[config.mk]
export PLATFORM = sky130hd
export DESIGN_NAME = laji_pipe_ctrl
export DESIGN_NICKNAME = d
export VERILOG_FILES = /design/src/rtl/laji_pipe_ctrl.sv
export SDC_FILE = /design/constraint.sdc
export NUM_CORES = 1
export LEC_CHECK = 0
export ABC_AREA = 0
export BUFFER_PORTS_ARGS = -buffer_cell sky130_fd_sc_hd__buf_2
export CAP_MARGIN = 40
export CORE_ASPECT_RATIO = 0.8
export CORE_MARGIN = 4
export CORE_UTILIZATION = 31
export CTS_BUF_LIST = sky130_fd_sc_hd__clkbuf_4
export CTS_CLUSTER_SIZE = 12
export DETAILED_ROUTE_END_ITERATION = 10
export PLACE_DENSITY = 0.65
export SYNTH_ARGS = -nofsm -noshare
export SYNTH_HDL_FRONTEND = slang
export SYNTH_SLANG_ARGS = --single-unit
[constraint.sdc]
create_clock -name clk -period 4.4 [get_ports clk]
set_input_delay 1.32 -clock clk [delete_from_list [all_inputs] [get_ports clk]]
set_output_delay 1.32 -clock clk [all_outputs]
set_load 0.01 [all_outputs]
[src/rtl/laji_pipe_ctrl.sv]
// rtl/laji_pipe_ctrl.sv - pipeline stall/flush/halt controller; perf counters built only with LAJI_PERF_CNT_EN
module laji_pipe_ctrl #(
    parameter int unsigned MDU_TIMEOUT = 64
) (
    input  logic        clk,
    input  logic        rst_n,
    input  logic        en,
    input  logic        load_use,
    input  logic        branch_taken_ps2,
    input  logic        mdu_busy,
    input  logic        halt_ps4,
    input  logic        resume,
    output logic        pc_en,
    output logic        en_vps1,
    output logic        en_vps2,
    output logic        en_vps3,
    output logic        en_vps4,
    output logic        clear_vps1,
    output logic        clear_vps2,
    output logic        clear_vps3,
    output logic        clear_vps4,
    output logic        halted,
    output logic        mdu_timeout,
    output logic [31:0] stall_cnt,
    output logic [31:0] flush_cnt
);

    typedef enum logic [1:0] {RUN, MDU_WAIT, HALTED} state_t;

    localparam logic [7:0] LP_TIMEOUT = 8'(MDU_TIMEOUT);

    state_t     r_state;
    state_t     w_next;
    logic [7:0] r_timer;
    logic [7:0] w_timer_inc;
    logic       r_mdu_timeout;
    logic       w_flush;

    always_ff @(posedge clk or negedge rst_n) begin
        if (!rst_n) begin
            r_state <= RUN;
        end else if (en) begin
            r_state <= w_next;
        end
    end

    // Outputs are forced to all-zero while reset is held, including the active-low clears.
    always_comb begin
        w_next     = r_state;
        w_flush    = 1'b0;
        pc_en      = 1'b1;
        en_vps1    = 1'b1;
        en_vps2    = 1'b1;
        en_vps3    = 1'b1;
        en_vps4    = 1'b1;
        clear_vps1 = 1'b1;
        clear_vps2 = 1'b1;
        clear_vps3 = 1'b1;
        clear_vps4 = 1'b1;
        halted     = 1'b0;
        if (!rst_n) begin
            w_next     = RUN;
            pc_en      = 1'b0;
            en_vps1    = 1'b0;
            en_vps2    = 1'b0;
            en_vps3    = 1'b0;
            en_vps4    = 1'b0;
            clear_vps1 = 1'b0;
            clear_vps2 = 1'b0;
            clear_vps3 = 1'b0;
            clear_vps4 = 1'b0;
        end else if (!en) begin
            pc_en   = 1'b0;
            en_vps1 = 1'b0;
            en_vps2 = 1'b0;
            en_vps3 = 1'b0;
            en_vps4 = 1'b0;
            halted  = (r_state == HALTED);
        end else if (r_state == HALTED) begin
            pc_en   = 1'b0;
            en_vps1 = 1'b0;
            en_vps2 = 1'b0;
            en_vps3 = 1'b0;
            en_vps4 = 1'b0;
            halted  = 1'b1;
            if (resume && !halt_ps4) begin
                w_next = RUN;
            end
        end else if (halt_ps4) begin
            // Let the halting instruction retire while squashing everything behind it.
            w_next     = HALTED;
            w_flush    = 1'b1;
            pc_en      = 1'b0;
            clear_vps1 = 1'b0;
            clear_vps2 = 1'b0;
            clear_vps3 = 1'b0;
        end else if (mdu_busy) begin
            w_next     = MDU_WAIT;
            pc_en      = 1'b0;
            en_vps1    = 1'b0;
            en_vps2    = 1'b0;
            clear_vps3 = 1'b0;
        end else begin
            w_next = RUN;
            if (branch_taken_ps2) begin
                w_flush    = 1'b1;
                clear_vps1 = 1'b0;
                clear_vps2 = 1'b0;
            end else if (load_use) begin
                pc_en      = 1'b0;
                en_vps1    = 1'b0;
                clear_vps2 = 1'b0;
            end
        end
    end

    assign w_timer_inc = (r_timer == 8'hFF) ? r_timer : r_timer + 8'd1;

    always_ff @(posedge clk or negedge rst_n) begin
        if (!rst_n) begin
            r_timer       <= 8'd0;
            r_mdu_timeout <= 1'b0;
        end else if (en) begin
            if (r_state == MDU_WAIT && w_next == MDU_WAIT) begin
                r_timer <= w_timer_inc;
            end else begin
                r_timer <= 8'd0;
            end
            if (r_state == MDU_WAIT && w_timer_inc == LP_TIMEOUT) begin
                r_mdu_timeout <= 1'b1;
            end
        end
    end

    assign mdu_timeout = r_mdu_timeout;

`ifdef LAJI_PERF_CNT_EN
    logic [31:0] r_stall_cnt;
    logic [31:0] r_flush_cnt;

    always_ff @(posedge clk or negedge rst_n) begin
        if (!rst_n) begin
            r_stall_cnt <= 32'd0;
            r_flush_cnt <= 32'd0;
        end else if (en) begin
            if (!pc_en && r_state != HALTED && r_stall_cnt != 32'hFFFF_FFFF) begin
                r_stall_cnt <= r_stall_cnt + 32'd1;
            end
            if (w_flush && r_flush_cnt != 32'hFFFF_FFFF) begin
                r_flush_cnt <= r_flush_cnt + 32'd1;
            end
        end
    end

    assign stall_cnt = r_stall_cnt;
    assign flush_cnt = r_flush_cnt;
`else
    assign stall_cnt = 32'd0;
    assign flush_cnt = 32'd0;
`endif

endmodule

==> reports/results.tsv <==
metric	value	unit
status	complete, no violations	
WL/cell	9.830	um
die height	66.28	um
DRC violations left	0	
Synth area leaders	buf_4, dfrtp_1, inv_1	
CTS Buf Count	3	
slowest stage delay, CP	260	ps
antenna cells	0	
number of max-slew violations in the final report	0	
routing usage on met3	0.02997	
M1 GR Usage	0.09609	
M2 GR Usage	0.1168	
Async S/R FF share, synth	1.000	
max-cap violations	0	
hold_sp	mdu_timeout$_DFFE_PN0P_	
Final Skew	8.882	ps
Most Crowded Layer GR	met2	
Post-CTS Setup Bufs	0	
clock power share	0.325	
internal power	0.1563	mW
post-synthesis sequential area ratio	0.2091	
Place WS	698.5	ps
Num Clock Sinks	11	
GR Util All Layers	0.07510	
initial antenna violation count	0	
Hold Path Stages	2	
H-tree depth	1	
startpoint types	input pin	
Row Count	20	
First-pass DRT Iterations	4	
Synth Cell Area	0.001316	sq mm
first-pass GRT wire length	3.187	mm
Seq pwr share	0.437	
WS Path Type	input pin to output port	
CP arrival	2380	ps
R2R setup slack	2500	ps
largest net degree at the start of global routing	20	
CP Cell Sequence	buf_2 > a21boi_0 > nand2_1 > nor4_1 > buf_2	
Comb power frac	0.238	
setup violators final	0	
area grow syn2layout	-7.604	%
Fillers	448	
top cell family by delay on the critical path	simple AND/OR/NAND/NOR gates	
setup_tns	0	ps
routed via count	917	
Nets	185	
switching part of the total	0.3430	
post-synth top area cell	buf_4	
post-DP HPWL	1.855	mm
number of buffers added on ports	18	
most used flip-flop cell after synthesis	dfrtp_1	
reg2reg path depth	5	
Final Hold Fails	0	
flops & latches, synth	11	
crit end category	output port	
Worst R2R Start	r_timer[0]$_DFFE_PN0P_	
DIE WIDTH	80.85	um
Critical R2R Capture	r_timer[0]$_DFFE_PN0P_	
RSZ-0062 raised after global routing	no	
Die ar.	0.005359	sq mm
Tcrit/Tclk final	0.8408	
cell mode on critical path	buf_2	
Post-synth EDFFs	0	
share of layout cells above drive strength 1	0.1543	
Psw	0.08160	mW
synth warn	0	
syn_area_per_cell	8.176	sq um
P_leak	0.6365	nW
routability cong.	0.7722	
Hold WS	466.9	ps
Worst Setup Slack, final	700.3	ps
root buf cell	clkbuf_4	
Synth Instances	161	
vias per cell	3.987	
DRT iter0 DRCs	97	
clk_lat worst skew	280	ps
post-synth top area share	0.3878	
max frequency	270.3	MHz
Required @ worst endpoint	3080	ps
hold path endpoint	mdu_timeout$_DFFE_PN0P_	
Final ANT Viol Nets	0	
Synth cell types	39	
CTS clk-pin slew, worst paths	80	ps
# hold bufs at CTS	0	
# IOs	83	
Longest Clk Path Bufs	2	
Max IR drop VDD	0.1064	mV
CTS resizes	0	
vias in the first global route	700	
clock tree from TritonCTS	built	
Total Routed Length	2.261	mm
Starting Density	0.3329	
CP Max Fanout	15	
Buffers & Inverters on Critical Path	2	
HP Class	flip-flop to flip-flop	
fin crit period	3700	ps
slowest cell on the critical path	a21boi_0	
Core Box Area	0.003954	sq mm
area occupied by multi-input gates	710.7	sq um
gr ovfl total	0	
register area	275.3	sq um
Power Dens Cells	195.6	mW/mm^2
[cell usage in the layout (no fill, tap or decap), types with 2 or more instances in the layout]
| master | count |
|---|---|
| conb_1 | 64 |
| buf_2 | 18 |
| inv_1 | 11 |
| dfrtp_1 | 11 |
| nor2_1 | 6 |
| o21ai_0 | 4 |
| o21a_1 | 4 |
| a31oi_1 | 4 |
| nand2_1 | 4 |
| nor2b_1 | 4 |
| nand4_1 | 4 |
| clkbuf_4 | 4 |
| o22ai_1 | 3 |
| a21boi_0 | 2 |
| a21oi_1 | 2 |
| o32ai_1 | 2 |
| and4_1 | 2 |
| nand3_1 | 2 |
| o21ai_1 | 2 |
| a21o_1 | 2 |
| a32o_1 | 2 |
[synth_stat cells (2+ instances only)]
| cell type | n |
|---|---|
| buf_4 | 68 |
| a21oi_1 | 2 |
| a31oi_1 | 4 |
| a21o_1 | 2 |
| a32o_1 | 2 |
| and4_1 | 2 |
| nand3_1 | 2 |
| o21a_1 | 4 |
| nand4_1 | 4 |
| nor2_1 | 6 |
| a21boi_0 | 2 |
| o32ai_1 | 2 |
| o21ai_0 | 4 |
| nor2b_1 | 4 |
| o22ai_1 | 3 |
| o21ai_1 | 2 |
| inv_1 | 11 |
| buf_2 | 3 |
| nand2_1 | 4 |
| dfrtp_1 | 11 |
[per-stage QoR]
step	area (sq um)	std cells	util	total power [mW]
6_report	1216	230	0.3076	0.2379
5_1_grt	1216	230	0.3076	0.2534
4_1_cts	1216	230	0.3076	0.2388
3_5_place_dp	1186	226	0.3000	0.1614
3_3_place_gp	1186	226	0.3000	0.1612
2_1_floorplan	1553	224	-	0.1898
[power by group through the flow]
stage,Sequential [mW],Clock (mW),Combinational (mW)
floorplan,0.106,0,0.0841
global placement,0.106,0,0.0553
detailed placement,0.106,0,0.0555
CTS,0.104,0.0794,0.0555
global route,0.104,0.0853,0.0639
finish,0.104,0.0774,0.0565
[worst max-delay path by stage]
| stage | startpoint | to | cells past startpoint |
|---|---|---|---|
| after global placement | en | pc_en | 5 |
| after detailed placement | en | pc_en | 5 |
| final | en | pc_en | 5 |
| after floorplan | en | pc_en | 3 |
| after global routing | en | pc_en | 5 |
| after CTS | en | pc_en | 5 |
[flip-flops by register name, summed over array words and instances (netlist names)]
name         count
mdu_timeout      1
r_state          2
r_timer          8
[worst min-delay path, cell delays in order (launching register included)]
cell and delay [ps]:
dfrtp_1 350, inv_1 50, o31ai_2 40
[cells by family after synthesis]
group | count (synthesis) | synth area share
simple gates | 32 | 0.1606
other cells | 1 | 0.002849
compound gates | 33 | 0.1806
fa+ha+maj | 1 | 0.009504
buf+inv | 82 | 0.4306
flops | 11 | 0.2091
xor+xnor | 1 | 0.006655
[area by class of cell]
class / instances / share of cell area
multi-input cells: 131 / 0.5844
flip-flops and latches: 11 / 0.2263
repair buffers: 18 / 0.07407
well taps: 55 / 0.05658
inverters: 11 / 0.03395
clock buffers: 4 / 0.02469
[metal layers]
metal / up-vias / part of all wire
met5: - / 0
met4: 0 / 0.0093
met3: 5 / 0.093
met2: 41 / 0.47
met1: 418 / 0.43
li1: 453 / -
No activity file was read; power rests on OpenSTA's default activity.
